<file path="src/rtl/mem_pkg.sv">
// Shared definitions for the data-memory access path.
// - MODE_* : access-size encoding, common to the unit and the memory block.
// - mau_state_e : FSM encoding of mem_access_unit.
// - misaligned() : alignment check for a size / low-address pair.
package mem_pkg;

  localparam logic [1:0] MODE_BYTE    = 2'b00;
  localparam logic [1:0] MODE_HALF    = 2'b01;
  localparam logic [1:0] MODE_WORD    = 2'b10;
  localparam logic [1:0] MODE_ILLEGAL = 2'b11;

  typedef enum logic [1:0] {
    ST_IDLE    = 2'd0,
    ST_ACCESS  = 2'd1,
    ST_CAPTURE = 2'd2,
    ST_FAULT   = 2'd3
  } mau_state_e;

  // An illegal size counts as misaligned, so one check covers both faults.
  function automatic logic misaligned(input logic [1:0] size, input logic [1:0] addr_lo);
    case (size)
      MODE_BYTE: misaligned = 1'b0;
      MODE_HALF: misaligned = addr_lo[0];
      MODE_WORD: misaligned = (addr_lo != 2'b00);
      default:   misaligned = 1'b1;
    endcase
  endfunction

endpackage

</file>
<file path="src/rtl/mem_access_unit_load_extend.sv">
// Combinational sign/zero extension of right-justified load data.
// Ports:
//   mem_dout  in  32  memory data, right-justified and zero-filled
//   size      in  2   access size (MODE_*)
//   uns       in  1   1 = zero-extend, 0 = sign-extend (ignored for words)
//   ext_data  out 32  extended result
module load_extend
  import mem_pkg::*;
(
  input  logic [31:0] mem_dout,
  input  logic [1:0]  size,
  input  logic        uns,
  output logic [31:0] ext_data
);

  always_comb begin
    ext_data = mem_dout;
    case (size)
      MODE_BYTE: ext_data = {{24{~uns & mem_dout[7]}},  mem_dout[7:0]};
      MODE_HALF: ext_data = {{16{~uns & mem_dout[15]}}, mem_dout[15:0]};
      default:   ext_data = mem_dout;
    endcase
  end

endmodule

</file>
<file path="src/rtl/mem_access_unit.sv">
// CPU-side initiator for the byte/half/word data memory. Accepts one
// load/store per handshake, faults misaligned, illegal-size or out-of-range
// requests, drives the memory strobes for exactly one cycle and returns
// extended load data with a done pulse.
// Ports:
//   clk, clr_n             clock (rising edge), async active-low reset
//   req/we/size/uns/addr/wdata   request from the execute stage
//   ready                  unit idle (and out of reset), request can be taken
//   done/err/rdata         completion pulse, fault flag, extended load data
//   mem_addr/mem_din/mem_mode/mem_ld/mem_str/mem_sel   memory strobes
//   mem_dout               memory read data
//   fsm_state              current FSM state, for observation
//
// Handshake: a request transfers on a rising edge where req=1 and ready=1.
// The requester holds req and its fields stable until that edge; req while
// ready=0 is ignored. Exactly one done pulse follows each accepted request,
// and ready is high again during that pulse so the next request can be
// taken with no bubble.
module mem_access_unit
  import mem_pkg::*;
#(
  parameter int ADDR_WIDTH = 5
) (
  input  logic                  clk,
  input  logic                  clr_n,
  input  logic                  req,
  input  logic                  we,
  input  logic [1:0]            size,
  input  logic                  uns,
  input  logic [31:0]           addr,
  input  logic [31:0]           wdata,
  output logic                  ready,
  output logic                  done,
  output logic                  err,
  output logic [31:0]           rdata,
  output logic [ADDR_WIDTH-1:0] mem_addr,
  output logic [31:0]           mem_din,
  output logic [1:0]            mem_mode,
  output logic                  mem_ld,
  output logic                  mem_str,
  output logic                  mem_sel,
  input  logic [31:0]           mem_dout,
  output mau_state_e            fsm_state
);

  mau_state_e state, state_next;

  logic                  r_we;
  logic [1:0]            r_size;
  logic                  r_uns;
  logic [ADDR_WIDTH-1:0] r_addr;
  logic [31:0]           r_wdata;

  logic [31:0] addr_hi;
  logic        fault_in;
  logic        accept;
  logic [31:0] ext_data;

  // Any address bit above the memory's byte range makes the request fault.
  assign addr_hi  = addr >> ADDR_WIDTH;
  assign fault_in = misaligned(size, addr[1:0]) || (addr_hi != 32'd0);
  assign accept   = req && (state == ST_IDLE);

  // State register
  always_ff @(posedge clk or negedge clr_n) begin
    if (!clr_n) state <= ST_IDLE;
    else        state <= state_next;
  end

  // Next-state logic
  always_comb begin
    state_next = state;
    case (state)
      ST_IDLE:    if (req) state_next = fault_in ? ST_FAULT : ST_ACCESS;
      ST_ACCESS:  state_next = r_we ? ST_IDLE : ST_CAPTURE;
      ST_CAPTURE: state_next = ST_IDLE;
      ST_FAULT:   state_next = ST_IDLE;
      default:    state_next = ST_IDLE;
    endcase
  end

  // Outputs decoded from state only; strobes can only be high in ACCESS.
  // ready is also gated by reset so nothing is taken while clr_n is low.
  always_comb begin
    ready    = clr_n && (state == ST_IDLE);
    mem_sel  = 1'b0;
    mem_ld   = 1'b0;
    mem_str  = 1'b0;
    mem_mode = 2'b00;
    mem_addr = '0;
    mem_din  = 32'd0;
    if (state == ST_ACCESS) begin
      mem_sel  = 1'b1;
      mem_ld   = ~r_we;
      mem_str  = r_we;
      mem_mode = r_size;
      mem_addr = r_addr;
      mem_din  = r_wdata;
    end
  end

  assign fsm_state = state;

  // Request capture
  always_ff @(posedge clk or negedge clr_n) begin
    if (!clr_n) begin
      r_we    <= 1'b0;
      r_size  <= MODE_BYTE;
      r_uns   <= 1'b0;
      r_addr  <= '0;
      r_wdata <= 32'd0;
    end else if (accept) begin
      r_we    <= we;
      r_size  <= size;
      r_uns   <= uns;
      r_addr  <= addr[ADDR_WIDTH-1:0];
      r_wdata <= wdata;
    end
  end

  load_extend u_load_extend (
    .mem_dout (mem_dout),
    .size     (r_size),
    .uns      (r_uns),
    .ext_data (ext_data)
  );

  // Completion: stores finish leaving ACCESS, loads leaving CAPTURE (memory
  // data is registered on the ACCESS edge), faults leaving FAULT.
  always_ff @(posedge clk or negedge clr_n) begin
    if (!clr_n) begin
      done  <= 1'b0;
      err   <= 1'b0;
      rdata <= 32'd0;
    end else begin
      done <= ((state == ST_ACCESS) && r_we) || (state == ST_CAPTURE) || (state == ST_FAULT);
      err  <= (state == ST_FAULT);
      if (state == ST_CAPTURE) rdata <= ext_data;
    end
  end

endmodule

</file>
<file path="config.mk">
export PLATFORM = sky130hd
export DESIGN_NAME = mem_access_unit
export DESIGN_NICKNAME = d
export VERILOG_FILES = /design/src/rtl/mem_pkg.sv /design/src/rtl/mem_access_unit_load_extend.sv /design/src/rtl/mem_access_unit.sv
export SDC_FILE = /design/constraint.sdc
export NUM_CORES = 1
export LEC_CHECK = 0
export ABC_CLOCK_PERIOD_IN_PS = 1960
export CAP_MARGIN = 20
export CORE_MARGIN = 1
export CORE_UTILIZATION = 40
export DETAILED_ROUTE_END_ITERATION = 8
export GPL_TIMING_DRIVEN = 0
export PLACE_DENSITY = 0.86
export SLEW_MARGIN = 20
export SYNTH_ARGS = -nofsm -noshare
export SYNTH_HDL_FRONTEND = slang
export SYNTH_SLANG_ARGS = --single-unit
</file>
<file path="constraint.sdc">
create_clock -name clk -period 1.96 [get_ports clk]
set_input_delay 0.294 -clock clk [delete_from_list [all_inputs] [get_ports clk]]
set_output_delay 0.294 -clock clk [all_outputs]
set_load 0.005 [all_outputs]
</file>
==> results.md, run 1 <==
- Core Box Area: between 8000 and 9000 µm²
- Max Cap Viol: 0
- Total GRT Usage: 22.2%
- Mapped Cells: 291
- # clock sinks: 77
- Number of synthesized register bits: 77
- Non-Filler Instances: between 600 and 700
- Total number of vias: approximately 3000
- Synthesized area: about 3500 µm²
- Root Driver: clkbuf_8
- Pins Over Slew Limit: 0
- RSZ-0062 raised after global routing: no
- Slew @ Worst Pin: about 0.50 ns
- Synthesized Nets: between 300 and 400
- CTS Buf Count: 9
- Met1 Track Usage GR: approximately a quarter
- Worst-path cell chain: nand2b_4 > inv_6 > clkbuf_8 > buf_4 > and2_1 > dlygate4sd2_1
- Top Ports: 182
- Vias in the first global route: between 3000 and 4000
- Antenna Nets Post-Route: 0
- Tcrit/Tclk final: between 90% and 100%
- Largest net degree at the start of global routing: 41
- Final Setup Violations: 0
- Slowest CP cell: dfrtp_2
- Slew HR: ~66%
- Diode count: 0
- Static leakage: 2.60 nW
- Highest-count cells in the layout ignoring fill and taps: clkdlybuf4s50_1, dfrtp_1, mux2_2
- Routability Congestion: 0.762
- First-pass GRT wire length: around 15 mm
- Die footprint: 9010 µm²
- NumNets Final: 598
- Critical Path Source Type: flop
- Initial DRC Count: between 80 and 90
- Number of antenna violations at the first check in global routing: 0
- Drt pass-1 iters: 4
- Clock share of power: 19.3%
- Post-detail-place hpwl: approximately 7.2 mm
- Clock skew: 0.00749 ns
- Fmax: 0.533 GHz
- CP Max Fanout: 7
- Avg Inst Size Synth: 11.9 µm²
- Status: completed
- Critical Path AT: ~1.6 ns
- Yosys cell types: 28
- Initial core utilization: 41.6%
- Peak VDD IR: ~0.00066 V
- Max clock buf depth: 2
- Sequential Power Share: between 30 and 40%
- CTS tree: yes
- Slowest stage delay, CP: 0.43 ns
- Area post-placement: between 5000 and 6000 µm²
- Final min period: 1.88 ns
- Worst Path Required: around 1.7 ns
- R2r worst-path depth: 4
- Chip Height: approximately 95 µm
- Met3 Track Usage GR: roughly 5.3%
- FILL cells: 621
- Die Wd: between 90 and 100 µm
- Total wire length: ~9.6 mm
- Via-to-Cell Ratio: ~4.8
- Final Hold Fails: 0
- Placed insts: 578
- Worst-Skew Late Latency: between 0.3 and 0.4 ns
- Layout cells sized above 1: 21.6%
- DP Worst Slack: -0.261 ns
- Area delta synth->final: 69.0%
- Worst hold path type: flop to flop
- Cells on Worst Hold Path: 1
- Worst Hold Slack: about 0.5 ns
- Met2 usage in global routing: between 40% and 50%
- Reg clk slew, reported paths: around 0.07 ns
- Port Buffers: between 150 and 200
- Commonest non-fill, non-tap cell in the layout: clkdlybuf4s50_1
- Crit path kind: flop to output port
- Grt total ovfl: 0
- DRC viols: 0
- Combinational fraction of design power: between 40% and 50%
- Syn. warnings: 0
- Sequential fraction of the synthesis area: between 50% and 60%
- Switching share of power: between 20% and 30%
- Final instance area: between 5000 and 6000 µm²
- Pint: 5.33 mW
- Busiest grt layer: met2
- Row count: 33
- Critical path capture point type: output port
- # H-tree levels: 3
- Psw: approximately 2.2 mW
- Pwr dens: about 1300 nW/µm²
- Routed len/inst: ~16 µm
- Setup ws final: 0.0830 ns
## Yosys cell counts
cell | instances | area, µm²
a21oi_1 | 16 | 80.1
a21oi_2 | 10 | 87.6
and2_1 | 41 | 257
buf_2 | 7 | 35.0
buf_4 | 1 | 7.51
buf_6 | 5 | 56.3
clkbuf_1 | 4 | 15.0
clkbuf_2 | 1 | 5.00
dfrtp_1 | 77 | 1930
inv_1 | 1 | 3.75
mux2_1 | 3 | 33.8
mux2_2 | 46 | 518
mux2i_1 | 1 | 10.0
nand2_1 | 16 | 60.1
nand2b_1 | 3 | 18.8
nand4_1 | 1 | 6.26
nor2_1 | 34 | 128
nor2b_1 | 1 | 6.26
nor3_1 | 2 | 10.0
nor3b_1 | 1 | 7.51
nor3b_4 | 1 | 18.8
nor4_1 | 6 | 37.5
nor4b_4 | 1 | 23.8
o2111ai_1 | 1 | 8.76
o21a_1 | 8 | 60.1
o31a_1 | 1 | 8.76
o31a_4 | 1 | 17.5
or2_2 | 1 | 6.26
## flip-flops by register name (all words and copies together), names as in the netlist
name / flops
r_wdata: 32
rdata: 32
r_addr: 5
fsm_state: 2
r_size: 2
done: 1
err: 1
r_uns: 1
r_we: 1
## layout make-up
| class | instances | area [µm²] | share of cell area [%] |
|---|---|---|---|
| buffer | 16 | 151 | 2.59 |
| clock inverter | 4 | 95.1 | 1.63 |
| inverter | 1 | 8.76 | 0.150 |
| timing repair buffer | 195 | 1960 | 33.5 |
| multi-input combinational | 195 | 1410 | 24.2 |
| sequential | 77 | 1930 | 33.1 |
| clock buffer | 11 | 151 | 2.59 |
| tap | 105 | 131 | 2.25 |
## critical path, delay by kind of cell, from the launching register on
family	cells	cell delay (ns)
flops	1	0.43
buf+inv	4	0.58
simple gates	2	0.24
## through the flow
step / utilization [%] / power (mW) / TNS [ns]
6_report: 70.3 / 7.57 / 0
5_1_grt: 70.3 / 8.10 / 0
4_1_cts: 70.1 / 7.65 / 0
3_5_place_dp: 65.2 / 6.15 / -5.92
3_3_place_gp: 65.0 / 6.00 / -170.69
2_1_floorplan: - / 4.36 / 0
## metal layers
| metal | vias to the layer above | part of all wire [%] |
|---|---|---|
| li1 | 1382 | - |
| met1 | 1410 | 38 |
| met2 | 113 | 53 |
| met3 | 13 | 7.4 |
| met4 | 0 | 1.4 |
| met5 | - | 0 |
## cell families (layout without fill, tap and decap cells)
kind of cell | Yosys count | in the layout | synth area share [%]
simple gates | 108 | 108 | 16.8
flops | 77 | 77 | 55.8
mux | 50 | 50 | 16.3
compound gates | 37 | 37 | 7.61
buf+inv | 19 | 227 | 3.55
## what timing repair did
action / in CTS / in global routing
resized for setup: 73 / 5
endpoints found under the hold margin: 37 / 0
setup buffers: 6 / 1
cloned: 1 / 0
setup endpoints to repair: 43 / 23
hold buffers: 5 / 0
## power groups by stage
| stage | registers (mW) | clock network [mW] | logic [mW] |
|---|---|---|---|
| after floorplan | 2.78 | 0 | 1.59 |
| after global placement | 2.78 | 0 | 3.21 |
| after detailed placement | 2.83 | 0 | 3.32 |
| after CTS | 2.83 | 1.50 | 3.33 |
| after global routing | 2.93 | 1.57 | 3.61 |
| final | 2.81 | 1.46 | 3.30 |
## path summary, 6_finish.rpt
check / start / to / slack (ns)
setup / recovery: fsm_state[0] / mem_din[16] / 0.08
hold / removal: r_wdata[11] / r_wdata[11] / 0.49
setup reg to reg: fsm_state[0] / r_we / 0.27
hold reg to reg: r_wdata[11] / r_wdata[11] / 0.49
max in group asynchronous: clr_n / fsm_state[0] / 1.14
min in group asynchronous: clr_n / rdata[9] / 0.58
Power figures use the tool's default switching activity.
==> inputs of run 2 (changes only) <==
--- a/config.mk
+++ b/config.mk
@@ -8,10 +8,10 @@
 export ABC_CLOCK_PERIOD_IN_PS = 1960
 export CAP_MARGIN = 20
 export CORE_MARGIN = 1
-export CORE_UTILIZATION = 40
+export CORE_UTILIZATION = 25
 export DETAILED_ROUTE_END_ITERATION = 8
 export GPL_TIMING_DRIVEN = 0
-export PLACE_DENSITY = 0.86
+export PLACE_DENSITY = 0.6
 export SLEW_MARGIN = 20
 export SYNTH_ARGS = -nofsm -noshare
 export SYNTH_HDL_FRONTEND = slang
==> run 2 against run 1 <==
  * First-iteration DRC count is 18% higher
  * Clock power increased by 11%
  * Largest cell class unchanged
  * Power rose by 2.5%
  * Global-route usage decreased by 7.0 points
  * Critical endpoint is now mem_ld
  * Wire length increased by 7.3%
==> results.md, run 2 (synthesis results as in run 1) <==
- Area post-placement: ~5500 µm²
- Initial core utilization: roughly 26%
- Reg clk slew, reported paths: around 0.060 ns
- Via-to-Cell Ratio: 4.32
- Row count: 42
- Total number of vias: 2901
- Routed len/inst: around 15 µm
- Peak VDD IR: ~0.00048 V
- Tcrit/Tclk final: a little over nine tenths
- CTS Buf Count: 9
- Worst-Skew Late Latency: approximately 0.34 ns
- Slew HR: 66.8%
- Chip Height: ~120 µm
- Routability Congestion: approximately 0.7
- Status: completed
- Vias in the first global route: around 3200
- Critical R2R Launch: fsm_state[0]
- Initial DRC Count: around 100
- Combinational fraction of design power: between 40% and 50%
- Total GRT Usage: between 10% and 20%
- Sequential Power Share: between 30 and 40%
- R2r worst-path depth: 4
- Max clock buf depth: 2
- CTS tree: yes
- Root Driver: clkbuf_16
- Drt pass-1 iters: 4
- Fmax: between 0.5 and 0.6 GHz
- Largest registers: r_wdata (32), rdata (32), r_addr (5)
- Clock skew: ~0.0047 ns
- Commonest non-fill, non-tap cell in the layout: clkdlybuf4s50_1
- Final instance area: slightly below 6000 µm²
- Total power: about 7.8 mW
- Critical path origin: fsm_state[1]
- Static leakage: between 2 and 3 nW
- Critical Path Source Type: flop
- Final core occ: 44.6%
- Critical path capture point type: output port
- Worst hold path type: flop to flop
- DP Worst Slack: -0.316 ns
- Pint: between 5 and 6 mW
- Worst Path Required: 1.67 ns
- Port Buffers: approximately 180
- Number of antenna violations at the first check in global routing: 0
- Diode count: 0
- Clock share of power: a little over a fifth
- Core Box Area: roughly 13000 µm²
- Final Setup Violations: 0
- Top Ports: roughly 180
- Crit path kind: flop to output port
- # clock sinks: 77
- Setup Total Neg Slack: 0 ns
- Area delta synth->final: 72.5%
- Setup ws final: between 0.05 and 0.06 ns
- Reg2reg end: r_addr[0]
- Final Hold Fails: 0
- RSZ-0062 raised after global routing: no
- Largest net degree at the start of global routing: 45
- DRC viols: 0
- Total wire length: ~10 mm
- CP Max Fanout: 2
- First-pass GRT wire length: between 15 and 20 mm
- Die footprint: ~14000 µm²
- Worst reg2reg setup slack: roughly 0.26 ns
- Highest-count cells in the layout ignoring fill and taps: clkdlybuf4s50_1, dfrtp_1, mux2_2
- Die Wd: between 100 and 150 µm
- Pwr dens: about 1300 nW/µm²
- Post-detail-place hpwl: roughly 7.5 mm
- Final min period: around 1.9 ns
- Critical Path AT: between 1.5 and 2 ns
- Psw: about 2.3 mW
- Grt total ovfl: 0
- Antenna Nets Post-Route: 0
- Pins Over Slew Limit: 0
- Setup crit end: mem_ld
- Switching share of power: 29.9%
- Layout cells sized above 1: about a fifth
- # H-tree levels: 3
- Slew @ Worst Pin: ~0.50 ns
- Max Cap Viol: 0
- NumNets Final: around 600
## run 2: power groups by stage
| stage | sequential (mW) | clock (mW) | combinational (mW) |
|---|---|---|---|
| after global placement | 2.80 | 0 | 3.29 |
| after detailed placement | 2.84 | 0 | 3.34 |
| after floorplan | 2.78 | 0 | 1.59 |
| after global routing | 2.93 | 1.75 | 3.62 |
| after CTS | 2.82 | 1.68 | 3.39 |
| final | 2.82 | 1.62 | 3.32 |
## run 2: critical path, stage by stage (launching register included)
cell             delay (ns)
dfrtp_2                0.40
nand2b_4               0.16
buf_4                  0.14
nor2_1                 0.07
clkdlybuf4s50_1        0.50
## run 2: repair_timing
action,in CTS,in global routing
cloned,1,0
hold buffers,4,0
hold endpoints to repair,44,0
endpoints found under the setup margin,43,12
resized for setup,67,12
buffers inserted,6,0
## run 2: how the worst min path moves through the flow
| stage | start | to | slack (ns) | depth (start not counted) |
|---|---|---|---|---|
| final | r_wdata[25] | r_wdata[25] | 0.49 | 1 |
| after global routing | mem_dout[31] | rdata[31] | 0.50 | 3 |
| after CTS | mem_dout[31] | rdata[31] | 0.49 | 3 |
| after detailed placement | clr_n | r_wdata[12] | 0.35 | 1 |
| after global placement | r_wdata[11] | r_wdata[11] | 0.47 | 1 |
| after floorplan | clr_n | done | -0.002 | 0 |
## run 2: final cells by class
cell class / count / area (µm²)
Buffer: 16 / 170
Clock buffer: 12 / 246
Clock inverter: 2 / 35.0
Fill cell: 1273 / 7390
Inverter: 1 / 11.3
Multi-Input combinational cell: 195 / 1410
Sequential cell: 77 / 1930
Tap cell: 176 / 220
Timing Repair Buffer: 193 / 1930
## run 2: metal layers
metal	wire length, µm	track usage (%)	part of all wire (%)
met1	4290	17.1	42
met2	5100	25.9	50
met3	726	5.04	7.1
met4	180	6.95	1.7
met5	0	0	0
## run 2: stage by stage
| step | hold slack (ns) | cells |
|---|---|---|
| floorplan | -0.00159 | 291 |
| global placement | 0.468 | 648 |
| detailed placement | 0.349 | 649 |
| CTS | 0.493 | 672 |
| global route | 0.496 | 672 |
| finish | 0.493 | 672 |
==> RTL change, RTL diff (flow settings as in run 2) <==
The parameter `ADDR_WIDTH` goes from 5 to 6.
--- a/src/rtl/mem_access_unit.sv
+++ b/src/rtl/mem_access_unit.sv
@@ -19,7 +19,7 @@
 module mem_access_unit
   import mem_pkg::*;
 #(
-  parameter int ADDR_WIDTH = 5
+  parameter int ADDR_WIDTH = 6
 ) (
   input  logic                  clk,
   input  logic                  clr_n,
Interface: changed (resized mem_addr); port bits go from 182 to 183. The function was not compared with the original's and may differ.
==> RTL change against run 2 <==
Final area up 3.9%; total power up 4.8%; setup slack worse by 0.0078 ns; sequential cell count up 1; routed wire length down 0.67%; area after synthesis up 2.6%; register-to-register slack worse by 0.02 ns; critical path type unchanged; critical endpoint is now mem_din[25]; critical path depth up 2; largest cell class unchanged; cell count up 2.4%; largest power group unchanged.
==> RTL change: results <==
# TYPE chip_impl_metric gauge
chip_impl_metric{name="nonClockBufferCount",unit=""} 216
chip_impl_metric{name="detailedPlacementHpwl",unit="mm"} 7.33
chip_impl_metric{name="seq_area_share",unit="%"} 31.6
chip_impl_info{name="status",value="finished, final reports clean"} 1
chip_impl_metric{name="final_estimated_routing_congestion_in_global_placement",unit=""} 0.776
chip_impl_metric{name="post_synthesis_register_bit_count",unit=""} 78
chip_impl_metric{name="clock_cell_area_share",unit="%"} 5.19
chip_impl_metric{name="reg2reg_setup_slack",unit="ns"} 0.24
chip_impl_metric{name="synth.net_count",unit=""} 397
chip_impl_metric{name="nWellTaps",unit=""} 180
chip_impl_metric{name="global_route.usage.total",unit="%"} 14.7
chip_impl_info{name="worst_hold_path_type",value="input pin to asynchronous set/reset pin"} 1
chip_impl_metric{name="clkbuf_count",unit=""} 14
chip_impl_metric{name="io_buffer_count",unit=""} 182
chip_impl_metric{name="final_net_count",unit=""} 606
chip_impl_info{name="slowest_cp_cell",value="dfrtp_2"} 1
chip_impl_metric{name="worst_path_largest_cell_delay",unit="ns"} 0.43
chip_impl_metric{name="drt_wl_total",unit="mm"} 10.2
chip_impl_metric{name="worstMarginPinSlew",unit="ns"} 0.472
chip_impl_metric{name="layout.comb_gates.multi_input",unit=""} 197
chip_impl_metric{name="power.static_leakage",unit="uW"} 0.00264
chip_impl_metric{name="syn2layout_area_growth",unit="%"} 74.7
chip_impl_info{name="largest_registers",value="r_wdata: 32 flops, rdata: 32 flops, r_addr: 6 flops"} 1
chip_impl_info{name="ys_top_cells_by_count",value="78 x dfrtp_1, 41 x and2_1, 40 x mux2_2, 35 x nor2_1"} 1
chip_impl_metric{name="pin_count_of_the_biggest_net_entering_global_routing",unit=""} 43
chip_impl_metric{name="timing.clock.skew",unit="ns"} 0.00395
chip_impl_metric{name="final_layout_size_suffix_gt1_share",unit="%"} 24.0
chip_impl_metric{name="placedInstanceArea",unit="um^2"} 5620
chip_impl_metric{name="grt_pass1_vias",unit=""} 3100
## RTL change: repair_timing
action | in CTS | in global routing
endpoints found under the setup margin | 44 | 6
hold endpoints to repair | 36 | 0
hold buffers | 4 | 0
buffers inserted | 4 | 6
gates cloned | 2 | 0
resized for setup | 67 | 41
## RTL change: per-layer routing
| layer | vias up | part of all wire [%] | global-route usage, % | wire [um] |
|---|---|---|---|---|
| li1 | 1413 | - | - | - |
| met1 | 1416 | 42 | 17.6 | 4290 |
| met2 | 123 | 46 | 23.2 | 4740 |
| met3 | 18 | 9.3 | 6.16 | 953 |
| met4 | 0 | 2.4 | 6.10 | 244 |
| met5 | - | 0 | 0 | 0 |
## RTL change: how the worst max path moves through the flow
stage,from,slack (ns),to
3_5_place_dp,fsm_state[1],-0.27,mem_din[31]
5_1_grt,fsm_state[0],-0.03,mem_din[25]
2_1_floorplan,fsm_state[1],0.49,r_wdata[10]
4_1_cts,fsm_state[1],-0.16,mem_din[6]
6_report,fsm_state[0],0.04,mem_din[25]
3_3_place_gp,clr_n,-2.70,ready
## RTL change: kinds of logic (layout without fill, tap and decap cells)
kind of cell	Yosys count	after routing	synth area share (%)
AO/OA/AOI/OAI	37	37	7.42
buffers and inverters	19	233	3.64
flip-flops	78	78	55.1
multiplexers	51	51	17.2
AND/OR/NAND/NOR	109	109	16.6
## RTL change: through the flow
stage	setup WS, ns	std cells	hold slack [ns]
floorplan	0.494	294	-0.00159
global placement	-2.70	656	0.481
detailed placement	-0.273	657	0.304
CTS	-0.160	682	0.00829
global route	-0.0251	688	0.0247
finish	0.0438	688	0.0195
## RTL change: where the power goes
part / switching [uW] / internal [uW] / leakage, uW
clock network: 646 / 1130 / 0.000155
registers: 424 / 2420 / 0.000902
logic: 1300 / 2220 / 0.00158
total: 2370 / 5760 / 0.00264
